`config.mk`:
```
export PLATFORM = sky130hd
export DESIGN_NAME = mmio_bridge
export DESIGN_NICKNAME = d
export VERILOG_FILES = /design/src/rtl/mmio_pkg.sv /design/src/rtl/tx_fifo.sv /design/src/rtl/mmio_bridge.sv
export SDC_FILE = /design/constraint.sdc
export NUM_CORES = 1
export LEC_CHECK = 0
export ABC_AREA = 1
export ABC_CLOCK_PERIOD_IN_PS = 2900
export CAP_MARGIN = 0
export CORE_MARGIN = 2
export CORE_UTILIZATION = 49
export DETAILED_ROUTE_END_ITERATION = 10
export PLACE_DENSITY = 0.91
export SETUP_SLACK_MARGIN = 0.4
export SLEW_MARGIN = 20
export SYNTH_ARGS = -nofsm -noshare
export SYNTH_HDL_FRONTEND = slang
export SYNTH_SLANG_ARGS = --single-unit
```
`constraint.sdc`:
```
create_clock -name clock -period 2.9 [get_ports clock]
set_clock_uncertainty 0.05 [all_clocks]
set_input_delay 0.58 -clock clock [delete_from_list [all_inputs] [get_ports clock]]
set_output_delay 0.58 -clock clock [all_outputs]
set_load 0.01 [all_outputs]
```
`src/rtl/mmio_pkg.sv`:
```
`default_nettype none
// ============================================================================
// Package : mmio_pkg
// Brief   : Shared constants for the MMIO bridge: base address, register
//           offsets and TX_STATUS bit layout.
// Rev     : 1.0
// ============================================================================
package mmio_pkg;

    localparam logic [15:0] MMIO_BASE_DEFAULT = 16'hFF00;

    localparam logic [15:0] OFF_LEDS          = 16'd0;
    localparam logic [15:0] OFF_SWITCHES      = 16'd1;
    localparam logic [15:0] OFF_TX_DATA       = 16'd2;
    localparam logic [15:0] OFF_TX_STATUS     = 16'd3;
    localparam logic [15:0] OFF_TIMER_COUNT   = 16'd4;
    localparam logic [15:0] OFF_TIMER_COMPARE = 16'd5;
    localparam logic [15:0] OFF_TIMER_FLAG    = 16'd6;

    localparam int STAT_EMPTY_BIT = 0;
    localparam int STAT_FULL_BIT  = 1;
    localparam int STAT_OVF_BIT   = 2;
    localparam int STAT_COUNT_LSB = 4;
    localparam int STAT_COUNT_W   = 5;

    function automatic logic [15:0] tx_status(
        input logic       empty,
        input logic       full,
        input logic       overflow,
        input logic [4:0] count
    );
        logic [15:0] v;
        v = '0;
        v[STAT_EMPTY_BIT] = empty;
        v[STAT_FULL_BIT]  = full;
        v[STAT_OVF_BIT]   = overflow;
        v[STAT_COUNT_LSB +: STAT_COUNT_W] = count;
        return v;
    endfunction

endpackage
`default_nettype wire

```
`src/rtl/tx_fifo.sv`:
```
`default_nettype none
// ============================================================================
// Module : tx_fifo
// Brief  : Power-of-two byte FIFO with empty/full/count and an overflow pulse
//          for a push that is dropped because the FIFO is full.
// Rev    : 1.0
// ============================================================================
module tx_fifo #(
    parameter  int DEPTH = 8,
    localparam int PTR_W = $clog2(DEPTH)
) (
    input  logic             clk,
    input  logic             rst,
    input  logic             i_push,
    input  logic [7:0]       i_push_data,
    input  logic             i_pop,
    output logic [7:0]       o_head,
    output logic             o_empty,
    output logic             o_full,
    output logic [PTR_W:0]   o_count,
    output logic             o_overflow
);

    localparam logic [PTR_W:0] C_DEPTH = (PTR_W + 1)'(DEPTH);

    logic [7:0]       r_mem [DEPTH];
    logic [PTR_W-1:0] r_rd_ptr;
    logic [PTR_W-1:0] r_wr_ptr;
    logic [PTR_W:0]   r_count;
    logic             w_do_pop;
    logic             w_do_push;

    assign o_empty    = (r_count == '0);
    assign o_full     = (r_count == C_DEPTH);
    assign o_count    = r_count;
    assign w_do_pop   = i_pop & ~o_empty;
    // A pop in the same cycle frees the slot the push needs.
    assign w_do_push  = i_push & (~o_full | w_do_pop);
    assign o_overflow = i_push & o_full & ~w_do_pop;
    assign o_head     = o_empty ? 8'h00 : r_mem[r_rd_ptr];

    always_ff @(posedge clk or posedge rst) begin
        if (rst) begin
            r_rd_ptr <= '0;
            r_wr_ptr <= '0;
            r_count  <= '0;
        end else begin
            if (w_do_pop) begin
                r_rd_ptr <= r_rd_ptr + 1'b1;
            end
            if (w_do_push) begin
                r_wr_ptr <= r_wr_ptr + 1'b1;
            end
            case ({w_do_push, w_do_pop})
                2'b10:   r_count <= r_count + 1'b1;
                2'b01:   r_count <= r_count - 1'b1;
                default: r_count <= r_count;
            endcase
        end
    end

    always_ff @(posedge clk) begin
        if (w_do_push) begin
            r_mem[r_wr_ptr] <= i_push_data;
        end
    end

endmodule
`default_nettype wire

```
`src/rtl/mmio_bridge.sv`:
```
`default_nettype none
// ============================================================================
// Module : mmio_bridge
// Brief  : Splits CPU data accesses between block RAM and an MMIO page (LEDs,
//          switches, TX FIFO); timer registers built when MMIO_TIMER_EN is set.
// Rev    : 1.0
// ============================================================================
module mmio_bridge
    import mmio_pkg::*;
#(
    parameter logic [15:0] MMIO_BASE  = MMIO_BASE_DEFAULT,
    parameter int          FIFO_DEPTH = 8
) (
    input  logic        clock,
    input  logic        reset,
    input  logic        cpu_write_enable,
    input  logic [15:0] cpu_address,
    input  logic [15:0] cpu_write_data,
    output logic [15:0] cpu_read_data,
    output logic        ram_write_enable,
    output logic [15:0] ram_address,
    output logic [15:0] ram_write_data,
    input  logic [15:0] ram_read_data,
    input  logic [9:0]  switches,
    output logic [9:0]  leds,
    output logic [7:0]  tx_data,
    output logic        tx_valid,
    input  logic        tx_ready
);

    localparam int FIFO_PTR_W = $clog2(FIFO_DEPTH);

    logic                w_hit;
    logic [15:0]         w_offset;
    logic                w_mmio_we;
    logic                w_push;
    logic                w_ovf_clr;
    logic                w_empty;
    logic                w_full;
    logic                w_ovf_pulse;
    logic [FIFO_PTR_W:0] w_fifo_count;
    logic [15:0]         w_tx_status;
    logic [15:0]         w_mmio_rdata;

    logic [9:0]          r_leds;
    logic [9:0]          r_sw_meta;
    logic [9:0]          r_sw_sync;
    logic                r_overflow;
    logic                r_hit;
    logic [15:0]         r_mmio_rdata;

    assign w_hit            = (cpu_address >= MMIO_BASE);
    assign w_offset         = cpu_address - MMIO_BASE;
    assign w_mmio_we        = cpu_write_enable & w_hit;
    assign w_push           = w_mmio_we & (w_offset == OFF_TX_DATA);
    assign w_ovf_clr        = w_mmio_we & (w_offset == OFF_TX_STATUS);

    assign ram_write_enable = cpu_write_enable & ~w_hit;
    assign ram_address      = cpu_address;
    assign ram_write_data   = cpu_write_data;

    assign cpu_read_data    = r_hit ? r_mmio_rdata : ram_read_data;
    assign leds             = r_leds;
    assign tx_valid         = ~w_empty;
    assign w_tx_status      = tx_status(w_empty, w_full, r_overflow,
                                        STAT_COUNT_W'(w_fifo_count));

    tx_fifo #(
        .DEPTH (FIFO_DEPTH)
    ) u_tx_fifo (
        .clk         (clock),
        .rst         (reset),
        .i_push      (w_push),
        .i_push_data (cpu_write_data[7:0]),
        .i_pop       (tx_ready),
        .o_head      (tx_data),
        .o_empty     (w_empty),
        .o_full      (w_full),
        .o_count     (w_fifo_count),
        .o_overflow  (w_ovf_pulse)
    );

`ifdef MMIO_TIMER_EN
    logic [15:0] r_timer_count;
    logic [15:0] r_timer_cmp;
    logic        r_timer_flag;

    always_ff @(posedge clock or posedge reset) begin
        if (reset) begin
            r_timer_count <= '0;
            r_timer_cmp   <= 16'hFFFF;
            r_timer_flag  <= 1'b0;
        end else begin
            if (w_mmio_we && (w_offset == OFF_TIMER_COUNT)) begin
                r_timer_count <= cpu_write_data;
            end else begin
                r_timer_count <= r_timer_count + 1'b1;
            end
            if (w_mmio_we && (w_offset == OFF_TIMER_COMPARE)) begin
                r_timer_cmp <= cpu_write_data;
            end
            // A match in the same cycle as a clear keeps the flag set.
            if (r_timer_count == r_timer_cmp) begin
                r_timer_flag <= 1'b1;
            end else if (w_mmio_we && (w_offset == OFF_TIMER_FLAG) && cpu_write_data[0]) begin
                r_timer_flag <= 1'b0;
            end
        end
    end
`endif

    always_comb begin
        w_mmio_rdata = '0;
        if (w_hit) begin
            case (w_offset)
                OFF_LEDS:          w_mmio_rdata = {6'd0, r_leds};
                OFF_SWITCHES:      w_mmio_rdata = {6'd0, r_sw_sync};
                OFF_TX_STATUS:     w_mmio_rdata = w_tx_status;
`ifdef MMIO_TIMER_EN
                OFF_TIMER_COUNT:   w_mmio_rdata = r_timer_count;
                OFF_TIMER_COMPARE: w_mmio_rdata = r_timer_cmp;
                OFF_TIMER_FLAG:    w_mmio_rdata = {15'd0, r_timer_flag};
`endif
                default:           w_mmio_rdata = '0;
            endcase
        end
    end

    // Reset leaves the read path selecting the zeroed MMIO register.
    always_ff @(posedge clock or posedge reset) begin
        if (reset) begin
            r_leds       <= '0;
            r_sw_meta    <= '0;
            r_sw_sync    <= '0;
            r_overflow   <= 1'b0;
            r_hit        <= 1'b1;
            r_mmio_rdata <= '0;
        end else begin
            r_sw_meta    <= switches;
            r_sw_sync    <= r_sw_meta;
            r_hit        <= w_hit;
            r_mmio_rdata <= w_mmio_rdata;
            if (w_mmio_we && (w_offset == OFF_LEDS)) begin
                r_leds <= cpu_write_data[9:0];
            end
            if (w_ovf_clr) begin
                r_overflow <= 1'b0;
            end else if (w_ovf_pulse) begin
                r_overflow <= 1'b1;
            end
        end
    end

endmodule
`default_nettype wire

```
======== Yosys cells after proc, flatten, opt, wreduce, memory -nomap -nowiden ========
Memories as Yosys holds them, arrays and structs flattened.
Index checks and enable logic that the tools add are counted.
Widths: inputs -> output; s select.
cells by class
  $add $sub $neg .......................... 5
  $mul .................................... 0
  div/mod/pow operators ................... 0
  magnitude comparators ................... 1
  eq/ne operators ......................... 6
  shift operators ......................... 0
  mux-type cells .......................... 9
  bitwise logic cells ..................... 13
  reductions and logical operators ........ 5
operator list
  operator                count
  $eq 16x2->1 const B     2
  $pmux 10 s3             1
  $eq 16x1->1 const B     1
  $ge 16x16->1 const B    1
  $logic_not 16->1        1
  $mux 16                 1
  $sub 16x16->16 const B  1
  $mux 10                 1
  $and 1x1->1             8
  $mux 8                  1
  $pmux 4 s2              1
  $add 3x1->3 const B     2
  $add 4x1->4 const B     1
  $eq 4x4->1 const B      1
  $logic_not 4->1         1
  $mux 1                  4
  $not 1->1               4
  $reduce_bool 2->1       2
  $sub 4x1->4 const B     1
  $eq 2x1->1 const B      1
  $eq 2x2->1 const B      1
  $logic_and 1x1->1       1
  $or 1x1->1              1
storage, ports and cells
  bits in registers ....................... 58
  bits in latches ......................... 0
  memory bits (writable) .................. 64
  memory bits (read-only) ................. 0
  input bits .............................. 62
  output and inout port bits .............. 68
  logic and storage cells ................. 49
  memories ................................ 1
memories
  memory           words  bits a word  rd ports  clocked after Yosys merged registers in  wr ports  RTL line       source
  u_tx_fifo.r_mem  8      8            1         0                                        1         tx_fifo.sv:26  logic [7:0] r_mem [DEPTH];

======== Logic depth before layout (Yosys ltp) ========
Gate-level depths: netlist of the first run.
  depth in word-level cells ............... 7
  depth in mapped cells ................... 15
  mapped depth without buffers ............ 15

======== Cells and area by module ========
A second synthesis of the first run with hierarchy kept.
second synthesis, totals
  cell total of the unflattened synthesis .. 462
  area, all modules ....................... 5187.5 µm²
by module, submodules not included
  module       instances  cells an instance  area each (µm²)
  tx_fifo      1          268                3168.0
  mmio_bridge  1          194                2019.4

======== Worst setup path before layout of the first run ========
No wires, ideal clock.
  path type ............................... input to register
  start ................................... input cpu_address[5]
  end ..................................... register u_tx_fifo.r_count[2] (netlist: u_tx_fifo.o_count[2])
  arrival time ............................ 2171 ps
  data required time ...................... 2768 ps
  setup slack ............................. 597 ps
  stages .................................. 12
  path buffers ............................ 0
  path through ............................ nor2_1 nand3_2 nor2_4 nand3_4 ha_1 nand2_1 inv_1 nor2_1 ha_1 a21oi_1 or2_2 a31oi_1
between the ends
  word-level cells in the longest chain between the ends .. 6
  elaborated cells on any way between the ends .. 10
RTL lines
  item                                                    RTL line                              source
  from (decl)                                             mmio_bridge.sv:17                     input logic [15:0] cpu_address,
  $sub 16x16->16 / $ge 16x16->1 (equally long branches)   mmio_bridge.sv:53, mmio_bridge.sv:52
  $eq 16x2->1 / $and 1x1->1 (equally long branches)       mmio_bridge.sv:55, mmio_bridge.sv:54
  $and 1x1->1 (*)                                         mmio_bridge.sv:55                     assign w_push = w_mmio_we & (w_offset == OFF_TX_DATA);
  $and 1x1->1 (*)                                         tx_fifo.sv:38                         assign w_do_push = i_push & (~o_full | w_do_pop);
  $eq 2x1->1 / $eq 2x2->1 (equally long branches)         tx_fifo.sv:54                         case ({w_do_push, w_do_pop})
  $pmux 4 s2 / $reduce_bool 2->1 (equally long branches)  -
  to (signal assigned)                                    tx_fifo.sv:55                         2'b10: r_count <= r_count + 1'b1;
  to (signal assigned)                                    tx_fifo.sv:56                         2'b01: r_count <= r_count - 1'b1;
  to (signal assigned)                                    tx_fifo.sv:57                         default: r_count <= r_count;
  to (decl)                                               tx_fifo.sv:29                         logic [PTR_W:0] r_count;
Mark *: on every way between the ends. The rest lies on a longest branch, timed or not.
A chain may end at the register's enable or synchronous reset.

======== Worst setup path in the final report of the first run ========
  start ................................... register u_tx_fifo.r_count[2] (netlist: u_tx_fifo.o_count[2])
  end ..................................... register u_tx_fifo.r_count[2] (netlist: u_tx_fifo.o_count[2])
between the ends
  word-level cells in the longest chain between the ends .. 7
  elaborated cells on any way between the ends .. 13
RTL lines
  item                                                    RTL line       source
  $logic_not 4->1                                         tx_fifo.sv:33  assign o_empty = (r_count == '0);
  $not 1->1                                               tx_fifo.sv:36  assign w_do_pop = i_pop & ~o_empty;
  $and 1x1->1                                             tx_fifo.sv:36
  $or 1x1->1                                              tx_fifo.sv:38
  $and 1x1->1                                             tx_fifo.sv:38
  $eq 2x1->1 / $eq 2x2->1 (equally long branches)         tx_fifo.sv:54
  $pmux 4 s2 / $reduce_bool 2->1 (equally long branches)  -
Several ways; a longest one is shown, not always the timed one.

==> results_tabular.tex, run 1 <==
\begin{tabular}{lr}
\hline
Metric & Value \\
\hline
\multicolumn{2}{l}{\textbf{Timing}} \\
Rel. slew slack & 0.586 \\
Ratio of final minimum period to clock period & 0.889 \\
Fmax achieved & 0.388 GHz \\
Final TNS setup & 0 ns \\
Final Hold Fails & 0 \\
Crit path setup slack, layout & 0.322 ns \\
Final number of setup-violating endpoints & 0 \\
Minimum clock period after layout & 2.58 ns \\
RSZ-0062 raised after global routing & true \\
Worst-margin pin slew & 0.620 ns \\
Final Max Tran Viols & 0 \\
Worst hold margin & 0.297 ns \\
\multicolumn{2}{l}{\textbf{Yosys}} \\
Register bit count reported by yosys & 116 \\
Count of synthesis-stage warnings from yosys & 0 \\
Syn nets & 560 \\
Share of the synthesized area in the top cell type & 0.373 \\
Proportion of synthesized chip area in sequential cells & 0.626 \\
Post-synthesis instance total & 493 \\
Synth Area per Inst & 10.5 um\^{}2 \\
Cell variety after synth & 33 \\
Dominant cells by area after synthesis & sky130\_fd\_sc\_hd\_\_edfxtp\_1 (37\%), sky130\_fd\_sc\_hd\_\_dfrtp\_1 (25\%), sky130\_fd\_sc\_hd\_\_nor2\_1 (6.6\%) \\
Area of the mapped netlist & 5150 um\^{}2 \\
Cell taking the most area after synthesis & sky130\_fd\_sc\_hd\_\_edfxtp\_1 \\
\multicolumn{2}{l}{\textbf{Power}} \\
Logic gate share of total power & 0.298 \\
Internal power contribution & 3.92 mW \\
Pwr dens & 799 nW/um\^{}2 \\
Leakage power total & 3.10 nW \\
Maximum VDD drop & 675 uV \\
Psw & 1.85 mW \\
Proportion of power drawn by flip-flops and latches & 0.335 \\
Clk pwr share & 0.367 \\
Switch share & 0.321 \\
\multicolumn{2}{l}{\textbf{Worst setup path}} \\
Worst setup EP type & flop \\
Arrival time reported for the critical path endpoint & 2.95 ns \\
Reg-to-reg startpoint & u\_tx\_fifo.o\_count[2] \\
Critical Path Fanout Max & 10 \\
CP startpoint kind & flop \\
Source of the critical timing path & u\_tx\_fifo.o\_count[2] \\
Category of the critical setup timing path & reg -> reg \\
Endpoint required time on the critical path & 3.27 ns \\
\multicolumn{2}{l}{\textbf{Clocking}} \\
CTS Hold Bufs & 0 \\
Clock root buffer master & sky130\_fd\_sc\_hd\_\_clkbuf\_8 \\
Maximum level of the CTS H-tree & 4 \\
CTS tree & yes \\
Max Buffers Root-to-Sink & 2 \\
Clock Sink Count & 116 \\
CTS Buf Count & 17 \\
Clk Latency, worst-skew pair & 0.51 ns \\
Clock transition at the register clock pins on the worst setup and hold paths after CTS & 0.06 ns \\
\multicolumn{2}{l}{\textbf{Min path}} \\
Startpoint of the worst hold path & r\_sw\_meta[8] \\
Kind of path behind the tightest hold check & reg -> reg \\
\multicolumn{2}{l}{\textbf{GRT}} \\
Pin count of the biggest net entering global routing & 35 \\
Total track usage & 0.250 \\
Vias in the first global route & 4280 \\
Overflow after GRT & 0 \\
Number of antenna violations at the first check in global routing & 0 \\
Wire length of the first global-routing pass & 21500 um \\
\multicolumn{2}{l}{\textbf{Die}} \\
Starting Density & 0.501 \\
X dimension of the die & 107 um \\
Die area & 11400 um\^{}2 \\
Core area & 10300 um\^{}2 \\
Count of standard-cell rows & 37 \\
Number of ports placed on the die boundary & 130 \\
Die height & 107 um \\
\multicolumn{2}{l}{\textbf{Final layout}} \\
Total inserted antenna cells & 0 \\
Fin cells & 775 \\
Share of post-route cells with drive strength above 1 & 0.239 \\
Number of nets in the final layout & 693 \\
Synthesis-to-finish area growth & 40.3\% \\
Final core utilization & 0.703 \\
\multicolumn{2}{l}{\textbf{Placed design}} \\
GPL Wtd Cong & 0.868 \\
Half-perimeter wire length after placement & 8450 um \\
Dpl ws & -0.152 ns \\
I/O Buffers & 117 \\
Total placed cells including tap cells & 724 \\
\multicolumn{2}{l}{\textbf{Detailed routing}} \\
Detail-routed net length per standard cell & 18.1 um \\
Total DRC errors in the routed layout & 0 \\
First-iteration detailed-routing DRC count & 440 \\
Wirelength, routed & 14100 um \\
Remaining antenna violation count after routing & 0 \\
Router iterations before antenna repair & 4 \\
Vias post-DR & 4170 \\
Routed vias/inst & 5.38 \\
\multicolumn{2}{l}{\textbf{Status}} \\
Outcome & complete, no violations \\
\multicolumn{2}{l}{\textbf{Flow run}} \\
Max-capacitance violation count & 0 \\
\hline
\end{tabular}
## power by group through the flow
stage          Clock (mW)  Combinational, mW  Sequential, mW
2_1_floorplan           0              0.860            1.90
3_3_place_gp            0               1.34            1.92
3_5_place_dp            0               1.44            1.93
4_1_cts              2.14               1.59            1.92
5_1_grt              2.21               1.88            1.94
6_report             2.12               1.72            1.94
## final cells by class
| type | instances | area, um^2 |
|---|---|---|
| multi-input cells | 302 | 1620 |
| fillers | 669 | 3050 |
| well taps | 136 | 170 |
| clock buffers | 18 | 418 |
| flip-flops and latches | 116 | 3230 |
| clock inverters | 14 | 186 |
| repair buffers | 160 | 1480 |
| inverters | 29 | 125 |
## cells by family after synthesis
| kind of cell | Yosys count | synth area share |
|---|---|---|
| AND/OR/NAND/NOR | 223 | 0.193 |
| flip-flops | 116 | 0.626 |
| XOR/XNOR | 4 | 0.00680 |
| multiplexers | 10 | 0.0219 |
| AO/OA/AOI/OAI | 60 | 0.0590 |
| adder cells (fa/ha/maj) | 5 | 0.0121 |
| buffers and inverters | 75 | 0.0816 |
## metrics by stage
| step | power [mW] | cell area (um^2) |
|---|---|---|
| final | 5.78 | 7230 |
| after global routing | 6.03 | 7230 |
| after CTS | 5.65 | 7130 |
| after detailed placement | 3.36 | 6360 |
| after global placement | 3.26 | 6360 |
| after floorplan | 2.76 | 5150 |
## critical path, stage by stage, from the launching register on
cell and delay [ns]:
sky130_fd_sc_hd__dfrtp_1 0.49, sky130_fd_sc_hd__nor2_4 0.17, sky130_fd_sc_hd__nand2_4 0.14, sky130_fd_sc_hd__nand2_4 0.13
sky130_fd_sc_hd__nand2_4 0.09, sky130_fd_sc_hd__nand3_4 0.12, sky130_fd_sc_hd__ha_4 0.15, sky130_fd_sc_hd__buf_4 0.13
sky130_fd_sc_hd__nor2_1 0.07, sky130_fd_sc_hd__nor2_2 0.15, sky130_fd_sc_hd__ha_2 0.22, sky130_fd_sc_hd__a21oi_2 0.04
sky130_fd_sc_hd__or2_2 0.29, sky130_fd_sc_hd__a31oi_1 0.22
## worst paths after layout
check | end | slack [ns] | cells past startpoint
max | u_tx_fifo.o_count[2] | 0.32 | 13
min | r_sw_sync[8] | 0.30 | 0
max reg2reg | u_tx_fifo.o_count[2] | 0.32 | 13
min reg2reg | r_sw_sync[8] | 0.30 | 0
max in group asynchronous | r_sw_sync[3] | 1.78 | 3
min in group asynchronous | r_sw_sync[7] | 0.41 | 2
## placed cells by master (no fill, tap or decap), drive strengths merged
cell           Yosys  final
nor2              98     98
bufinv             0      4
buf               43     51
nand4              2      2
a21boi             1      1
dlygate4sd2        0      5
dlymetal6s2s       0      8
xor2               3      3
mux2              10     10
inv               29     29
a21oi              1      1
dfstp              1      1
xnor2              1      1
nand3             32     32
clkdlybuf4s50      0     86
nand2             88     88
a31oi              1      1
o21ai             57     57
clkinvlp           0      3
or2                1      1
clkinv             0      7
nand3b             1      1
and2               1      1
ha                 5      5
dfrtp             51     51
clkbuf             3     28
edfxtp            64     64
## per-layer routing
layer  routed length (um)  track usage  up-vias  share of wire
met2                 7360        0.439      229           0.52
met4                  546        0.120        0          0.039
met1                 5180        0.289     2014           0.37
li1                     -            -     1874              -
met5                    0            0        -              0
met3                  983       0.0570       53          0.070
## cell usage after synthesis, drive strengths merged
cell type  count
clkbuf         3
nand4          2
dfrtp         51
inv           29
nand2         88
a21boi         1
dfstp          1
xnor2          1
nor2          98
nand3         32
a31oi          1
xor2           3
or2            1
edfxtp        64
mux2          10
a21oi          1
nand3b         1
and2           1
buf           43
o21ai         57
ha             5
## registers in the layout, indices dropped and copies added (netlist names)
| register | flops |
|---|---|
| r_sw_sync | 10 |
| leds | 10 |
| u_tx_fifo.r_rd_ptr | 3 |
| u_tx_fifo.r_mem | 64 |
| r_mmio_rdata | 10 |
| r_sw_meta | 10 |
| r_hit | 1 |
| u_tx_fifo.r_wr_ptr | 3 |
| u_tx_fifo.o_count | 4 |
| r_overflow | 1 |
## what timing repair did
item                                    4_1_cts  5_1_grt
endpoints found under the setup margin       24       23
pin swaps                                    16       24
buffers inserted                              9        8
gates resized for setup                     108       53
gates cloned                                  2        0
Note: power is estimated with default switching activity, not from simulation.
==> run 2: changes to the inputs <==
HOLD_SLACK_MARGIN = 0.05   (was default)
==> results of run 2 <==
The final DEF is identical to that of run 1; final timing and power are the same.
==> run 3: changes to the inputs <==
SLEW_MARGIN = default   (was 20)
==> results of run 3 <==
The final DEF is identical to that of run 1; final timing and power are the same.
